$ cat config.mk
export PLATFORM = sky130hd
export DESIGN_NAME = onehot_encode_stage
export DESIGN_NICKNAME = d
export VERILOG_FILES = /design/src/rtl/dec_stage_pkg.sv /design/src/rtl/onehot_fifo.sv /design/src/rtl/onehot_encode_stage.sv
export SDC_FILE = /design/constraint.sdc
export NUM_CORES = 1
export LEC_CHECK = 0
export ABC_AREA = 1
export CORE_ASPECT_RATIO = 1.1
export CORE_MARGIN = 2
export CORE_UTILIZATION = 54
export DETAILED_ROUTE_END_ITERATION = 7
export PLACE_DENSITY = 0.8
export SLEW_MARGIN = 20
export SYNTH_ARGS = -nofsm -noshare
export SYNTH_HDL_FRONTEND = slang
export SYNTH_SLANG_ARGS = --single-unit
$ cat constraint.sdc
create_clock -name clk -period 1.7 [get_ports clk]
set_input_delay 0.34 -clock clk [delete_from_list [all_inputs] [get_ports clk]]
set_output_delay 0.34 -clock clk [all_outputs]
set_load 0.005 [all_outputs]
$ cat src/rtl/dec_stage_pkg.sv
// Shared types for the decoder/encoder stage pair: code width helper,
// default-width result entry and FIFO occupancy states.
package dec_stage_pkg;

    function automatic int unsigned code_w(input int unsigned width);
        return $clog2(width);
    endfunction

    localparam int unsigned DEF_WIDTH  = 8;
    localparam int unsigned DEF_CODE_W = code_w(DEF_WIDTH);

    typedef struct packed {
        logic [DEF_CODE_W-1:0] code;
        logic                  err;
    } enc_entry_t;

    typedef enum logic [1:0] {
        EMPTY,
        MID,
        FULL
    } occ_state_t;

endpackage

$ cat src/rtl/onehot_fifo.sv
// Synchronous FIFO with occupancy FSM (EMPTY/MID/FULL); when empty the output
// holds the last entry popped.
module onehot_fifo
    import dec_stage_pkg::*;
#(
    parameter int unsigned DW    = 4,
    parameter int unsigned DEPTH = 4
) (
    input  logic                     clk,
    input  logic                     rst,
    input  logic                     push,
    input  logic                     pop,
    input  logic [DW-1:0]            din,
    output logic [DW-1:0]            dout,
    output logic                     full,
    output logic                     empty,
    output logic [$clog2(DEPTH):0]   count
);

    localparam int unsigned AW = $clog2(DEPTH);
    localparam int unsigned CW = AW + 1;

    occ_state_t      state, state_next;
    logic [CW-1:0]   count_next;
    logic [AW-1:0]   wr_ptr, rd_ptr;
    logic [DW-1:0]   mem [DEPTH];
    logic [DW-1:0]   last;
    logic            do_push, do_pop;

    assign do_push = push && (state != FULL);
    assign do_pop  = pop  && (state != EMPTY);

    always_ff @(posedge clk or posedge rst) begin
        if (rst) begin
            state <= EMPTY;
            count <= '0;
        end else begin
            state <= state_next;
            count <= count_next;
        end
    end

    always_comb begin
        count_next = count;
        if (do_push && !do_pop)
            count_next = count + CW'(1);
        else if (do_pop && !do_push)
            count_next = count - CW'(1);
        if (count_next == '0)
            state_next = EMPTY;
        else if (count_next == CW'(DEPTH))
            state_next = FULL;
        else
            state_next = MID;
    end

    always_comb begin
        full  = (state == FULL);
        empty = (state == EMPTY);
        dout  = empty ? last : mem[rd_ptr];
    end

    always_ff @(posedge clk or posedge rst) begin
        if (rst) begin
            wr_ptr <= '0;
            rd_ptr <= '0;
            last   <= '0;
        end else begin
            if (do_push)
                wr_ptr <= wr_ptr + AW'(1);
            if (do_pop) begin
                rd_ptr <= rd_ptr + AW'(1);
                last   <= mem[rd_ptr];
            end
        end
    end

    always_ff @(posedge clk) begin
        if (do_push)
            mem[wr_ptr] <= din;
    end

endmodule

$ cat src/rtl/onehot_encode_stage.sv
// One-hot to binary encoder with legality check, saturating error counter and
// result FIFO. Define ONEHOT_STATS_EN to add per-code hit counters (hit_cnt).
module onehot_encode_stage
    import dec_stage_pkg::*;
#(
    parameter int unsigned WIDTH     = 8,
    parameter int unsigned DEPTH     = 4,
    parameter int unsigned ERR_CNT_W = 8
) (
    input  logic                        clk,
    input  logic                        rst,
    input  logic                        in_valid,
    output logic                        in_ready,
    input  logic [WIDTH-1:0]            in_y,
    output logic                        out_valid,
    input  logic                        out_ready,
    output logic [code_w(WIDTH)-1:0]    out_code,
    output logic                        out_err,
    output logic [ERR_CNT_W-1:0]        err_cnt,
`ifdef ONEHOT_STATS_EN
    output logic [WIDTH*16-1:0]         hit_cnt,
`endif
    input  logic                        clr_cnt
);

    localparam int unsigned CODE_W = code_w(WIDTH);

    typedef struct packed {
        logic [CODE_W-1:0] code;
        logic              err;
    } enc_t;

    enc_t                  enc, head;
    logic                  found;
    logic                  accept, pop;
    logic                  full, empty;
    logic [$clog2(DEPTH):0] count;

    // Lowest set bit wins so multi-hot words still yield a deterministic code.
    always_comb begin
        enc.code = '0;
        found    = 1'b0;
        for (int unsigned i = 0; i < WIDTH; i++) begin
            if (in_y[i] && !found) begin
                enc.code = CODE_W'(i);
                found    = 1'b1;
            end
        end
        enc.err = (in_y == '0) || ((in_y & (in_y - WIDTH'(1))) != '0);
    end

    assign accept    = in_valid && in_ready;
    assign pop       = out_valid && out_ready;
    assign in_ready  = !full;
    assign out_valid = !empty;
    assign out_code  = head.code;
    assign out_err   = head.err;

    onehot_fifo #(
        .DW    ($bits(enc_t)),
        .DEPTH (DEPTH)
    ) u_fifo (
        .clk   (clk),
        .rst   (rst),
        .push  (accept),
        .pop   (pop),
        .din   (enc),
        .dout  (head),
        .full  (full),
        .empty (empty),
        .count (count)
    );

    always_ff @(posedge clk or posedge rst) begin
        if (rst)
            err_cnt <= '0;
        else if (clr_cnt)
            err_cnt <= '0;
        else if (accept && enc.err && (err_cnt != '1))
            err_cnt <= err_cnt + ERR_CNT_W'(1);
    end

`ifdef ONEHOT_STATS_EN
    logic [15:0] hits [WIDTH];

    for (genvar g = 0; g < WIDTH; g++) begin : g_hit
        always_ff @(posedge clk or posedge rst) begin
            if (rst)
                hits[g] <= '0;
            else if (clr_cnt)
                hits[g] <= '0;
            else if (accept && !enc.err && (enc.code == CODE_W'(g)) && (hits[g] != '1))
                hits[g] <= hits[g] + 16'd1;
        end
        assign hit_cnt[g*16 +: 16] = hits[g];
    end
`endif

endmodule

==> results_dict.tcl, run 1 <==
set metrics [dict create \
    outcome "complete, but fails checks" \
    violations "setup timing" \
    drc 0 \
    vias 1640 \
    clockBufferDepth 2 \
    hold_viol 0 \
    overflow 0 \
    die_area_sq_mm 0.00424 \
    worstPathRequired_ps 1360 \
    cp-end-kind "output port" \
    initial_core_util_pct 55.6 \
    hpwl_mm 2.80 \
    syn_to_final_growth_pct 30.8 \
    drive_above_1_share_pct 23.4 \
    drtAntennaViolNets 0 \
    layout_commonest_cell "nand2_1" \
    crit_path_start_kind "flip-flop" \
    synth_seq_cells 37 \
    io_pins 27 \
    clk_pin_slew_ps 70 \
    grt_pass1_wl_mm 6.64 \
    syn-num-nets 244 \
    wl_per_cell_um 12.5 \
    ys_seq_area_share_pct 49.9 \
    post-route-util_pct 72.8 \
    core_area_sq_mm 0.00363 \
    instances_no_fill 328 \
    cp_max_fo 7 \
    met3_usage_pct 4.61 \
    clock_sinks 37 \
    synth_cell_type_count 33 \
    critical_path_class "reg -> out" \
    maxCapViolCount 0 \
    ys_warn_count 0 \
    worstHoldPathType "in -> async" \
    first_pass_iters 4 \
    cts-htree-levels 2 \
    syn_inst 224 \
    grt_pass1_vias 1510 \
    tightest_slew_ps 489 \
    drt-total-wl_mm 4.10 \
    placed_area_sq_mm 0.00246 \
    arrival_ps 1430 \
    io_buffers 26 \
    layout_common_cells "nand2_1, inv_1, dfrtp_1, clkdlybuf4s50_1, buf_4" \
    setup_viol 2 \
    use_met1_pct 22.8 \
    fin_ws_ps -71.6 \
    slew_violations 0 \
    final.min_clock_period_ps 1770 \
    post-place-cells 316 \
    leakagePower_nw 1.26 \
    gp_congestion 0.774 \
    vias_per_cell 5.00 \
    finalPower_w 0.00343 \
    initialDrtViolationCount 38 \
    synth_edf_count 16 \
    grt_util_met2_pct 38.9 \
    syn_area_per_cell_sq_um 9.00 \
    syn_area_sq_mm 0.00202 \
    dieWidth_um 62.3 \
    rsz0062_at_grt "yes" \
    die_h_um 68.1 \
    clk_latency_ps 290 \
    p_per_area_mw_per_mm2 1300 \
    fin_nets 297 \
    clock.fmax_ghz 0.564 \
    fin_skew_ps 3.33 \
    grtUsageTotal_pct 20.6 \
    grt_max_degree 22 \
    fin_area_sq_mm 0.00264 \
    setup_tns_ps -79.2 \
    slew_headroom_pct 67.4 \
    timing.final.crit_share_pct 104 \
    numCtsBuffers 5 \
    n_antenna_cell 0 \
    peakVddDrop_mv 0.574 \
    cts_root_buf "clkbuf_8" \
    rows 23 \
    ys_async_sr_fraction_pct 56.8 \
    cts_tree "done" \
    antenna_found_initial 0 \
    synthFlopType "dfrtp_1" \
    top_usage_layer "met2" \
]
[sequential cells by signal, summed over array words and instances, names as in the netlist]
register	flops
u_fifo.state	2
u_fifo.count	3
u_fifo.rd_ptr	2
u_fifo.wr_ptr	2
err_cnt	8
u_fifo.mem	16
u_fifo.last	4
[per-layer routing]
metal / vias up / share of wire [%] / wire, um
li1: 835 / - / -
met2: 35 / 54 / 2220
met1: 764 / 40 / 1650
met5: - / 0 / 0
met3: 6 / 3.7 / 151
met4: 0 / 1.6 / 66
[through the flow]
stage / hold WS, ps / setup WS, ps
final: 378 / -71.6
after global routing: 398 / -172
after CTS: 377 / -93.0
after detailed placement: 473 / -191
after global placement: 467 / -155
after floorplan: 317 / 209
[cells by family (layout without fill, tap and decap cells)]
kind of cell	count (synthesis)	count (layout)	synth area share, %
flip-flops	37	37	49.9
buffers and inverters	41	94	8.44
AND/OR/NAND/NOR	107	108	26.1
adder cells (fa/ha/maj)	7	7	4.34
XOR/XNOR	8	8	3.85
AO/OA/AOI/OAI	24	24	7.44
[critical path, cell delays in order (launching register included)]
cell	delay, ps
dfrtp_1	390
buf_6	140
buf_6	90
nand2_2	30
a32o_2	270
o21ai_2	100
buf_2	120
[power breakdown]
part / internal (W) / total (W) / switching [W] / leakage, nW
combinational: 0.000629 / 0.00134 / 0.000709 / 0.795
sequential: 0.00118 / 0.00131 / 0.000135 / 0.409
clock: 0.000478 / 0.000782 / 0.000304 / 0.0585
total: 0.00228 / 0.00343 / 0.00115 / 1.26
[cells in the mapped netlist (2+ instances only)]
cell	n	area share [%]
nand2_2	2	0.62
nand3_1	16	4.0
nand4_1	9	2.8
ha_1	7	4.3
inv_1	33	6.1
edfxtp_1	16	24
a21oi_1	5	1.2
nor2_2	5	1.6
nand2_4	4	2.2
nand2_1	54	10
o21ai_0	11	2.7
a32o_1	4	2.0
xor2_1	6	2.6
nor2_1	11	2.0
nand3_2	2	0.99
nor2_4	2	1.1
dfrtp_1	21	26
[path summary, 6_finish.rpt]
path / from / end / slack, ps / depth (start not counted)
max: u_fifo.rd_ptr[0] / out_code[1] / -70 / 6
min: rst / err_cnt[5] / 380 / 3
max reg2reg: err_cnt[1] / err_cnt[2] / 130 / 9
min reg2reg: u_fifo.last[3] / u_fifo.last[3] / 490 / 2
max in group asynchronous: rst / err_cnt[4] / 1090 / 3
min in group clk: u_fifo.last[3] / u_fifo.last[3] / 490 / 2
[repair_timing]
action | 4_1_cts | 5_1_grt
pin swaps | 2 | 3
setup endpoints to repair | 5 | 14
setup buffers | 3 | 0
cloned | 0 | 1
hold buffers | 0 | 0
gates resized for setup | 28 | 10
[layout make-up]
| class | count | area (sq um) |
|---|---|---|
| Clock buffer | 7 | 86.3 |
| Clock inverter | 1 | 30.0 |
| Fill cell | 271 | 987 |
| Inverter | 37 | 144 |
| Multi-Input combinational cell | 147 | 883 |
| Sequential cell | 37 | 1010 |
| Tap cell | 50 | 62.6 |
| Timing Repair Buffer | 49 | 425 |
No activity file was read; power rests on OpenSTA's default activity.
==> inputs of run 2 (changes only) <==
Settings changed: CELL_PAD_IN_SITES_DETAIL_PLACEMENT set to 2, CELL_PAD_IN_SITES_GLOBAL_PLACEMENT set to 2, CORE_MARGIN 2 to not set, CORE_UTILIZATION 54 to 33, PLACE_DENSITY 0.8 to 0.79.
==> results_dict.tcl, run 2 (synthesis results as in run 1) <==
set metrics [dict create \
    cp_max_fo 3 \
    clk_pin_slew_ps 80 \
    drc 0 \
    slowest_stage "dfrtp_1" \
    cp_num_buf_inv 3 \
    core_area_sq_mm 0.00584 \
    io_buffers 26 \
    cp-end-kind "output port" \
    cts_tree "done" \
    cts_root_buf "clkbuf_8" \
    grt_pass1_wl_mm 10.1 \
    drt-total-wl_mm 6.29 \
    crit_path_start_kind "flip-flop" \
    initial_core_util_pct 34.5 \
    clock.fmax_ghz 0.546 \
    hold_viol 0 \
    critPathTopFamily "flip-flops" \
    leakagePower_nw 1.32 \
    initialDrtViolationCount 60 \
    crit_chain "inv_2 > buf_4 > nand2_1 > a32o_2 > o21ai_1 > buf_2" \
    layout_commonest_cell "nand2_1" \
    peakVddDrop_mv 0.436 \
    rows 29 \
    fin_ws_ps -133 \
    hpwl_mm 4.30 \
    dieWidth_um 76.5 \
    arrival_ps 1490 \
    top_register "u_fifo.mem" \
    worstHoldPathType "in -> async" \
    layout_common_cells "nand2_1, inv_1, buf_4" \
    die_h_um 84.0 \
    gp_congestion 0.773 \
    slowest_delay_ps 440 \
    wl_per_cell_um 17.3 \
    syn_to_final_growth_pct 37.6 \
    first_pass_iters 4 \
    rsz0062_at_grt "yes" \
    reg.largest.list "u_fifo.mem: 16 flops, err_cnt: 8 flops, u_fifo.last: 4 flops" \
    finalPower_w 0.00351 \
    fin_area_sq_mm 0.00278 \
    slew_headroom_pct 64.9 \
    drive_above_1_share_pct 28.3 \
    placed_area_sq_mm 0.00251 \
    violations "setup timing" \
    cts-htree-levels 2 \
    grtUsageTotal_pct 20.5 \
    cts_hold_buf 0 \
    grt_max_degree 22 \
    timing.final.crit_share_pct 108 \
    p_per_area_mw_per_mm2 1270 \
    vias 1789 \
    overflow 0 \
    setup_tns_ps -486 \
    fin_nets 305 \
    outcome "complete, but fails checks" \
    setup_viol 4 \
    clk_latency_ps 290 \
    pre_cts_slack_ps -323 \
    clockBufferDepth 2 \
    numCtsBuffers 5 \
    io_pins 27 \
    fin_skew_ps 6.46 \
    worstPathRequired_ps 1360 \
    antenna_found_initial 0 \
    vias_per_cell 4.93 \
    largest_register_ffs 16 \
    die_area_sq_mm 0.00643 \
    drtAntennaViolNets 0 \
    regToRegSetupSlack_ps 90 \
    tightest_slew_ps 520 \
    slew_violations 0 \
    critical_path_class "reg -> out" \
    n_antenna_cell 0 \
    clock_sinks 37 \
    final.min_clock_period_ps 1830 \
    maxCapViolCount 0 \
    grt_pass1_vias 1968 \
]
-- run 2: power by group --
part | leakage, nW | total (W) | switching (W) | internal [W]
clock | 0.0430 | 0.000605 | 0.000329 | 0.000277
combinational | 0.866 | 0.00159 | 0.000851 | 0.000735
sequential | 0.409 | 0.00132 | 0.000144 | 0.00118
total | 1.32 | 0.00351 | 0.00132 | 0.00219
-- run 2: timing repair --
action                                  in CTS  in global routing
endpoints found under the setup margin      16                 15
pin swaps                                    4                 18
buffers inserted                             5                  6
hold endpoints to repair                     0                  0
cloned                                       1                  0
gates resized for setup                     32                 23
-- run 2: final timing paths --
check	startpoint	to	depth (start not counted)
max	u_fifo.rd_ptr[0]	out_err	6
min	rst	err_cnt[7]	3
max reg2reg	err_cnt[1]	err_cnt[4]	9
min reg2reg	u_fifo.count[2]	u_fifo.count[2]	1
max in group asynchronous	rst	err_cnt[4]	3
min in group clk	u_fifo.count[2]	u_fifo.count[2]	1
-- run 2: per-stage QoR --
stage | hold WS, ps | cells | util, %
2_1_floorplan | 317 | 224 | -
3_3_place_gp | 467 | 345 | 43.0
3_5_place_dp | 478 | 345 | 43.0
4_1_cts | 410 | 359 | 45.3
5_1_grt | 429 | 363 | 47.5
6_report | 407 | 363 | 47.5
-- run 2: worst reg2reg max path: stages, from the launching register on --
cell and delay, ps:
dfrtp_1 390, ha_2 210, nand2_2 100, nor2_4 50, nand4_1 110, nor2_2 80
nor2_4 300, nand2_8 120, nand3_2 80, nand2_1 70
-- run 2: layout make-up --
type / count / area (sq um)
fill: 640 / 3070
multi-input combinational: 146 / 938
clock buffer: 5 / 68.8
timing repair buffer: 58 / 508
inverter: 37 / 144
tap: 77 / 96.3
sequential: 37 / 1010
clock inverter: 3 / 12.5
-- run 2: metal layers --
| layer | vias up | GRT usage (%) | share of wire, % |
|---|---|---|---|
| met5 | - | 0 | 0 |
| met4 | 0 | 6.64 | 2.5 |
| met3 | 11 | 3.61 | 2.7 |
| met2 | 30 | 38.1 | 53 |
| met1 | 896 | 23.6 | 41 |
| li1 | 852 | - | - |
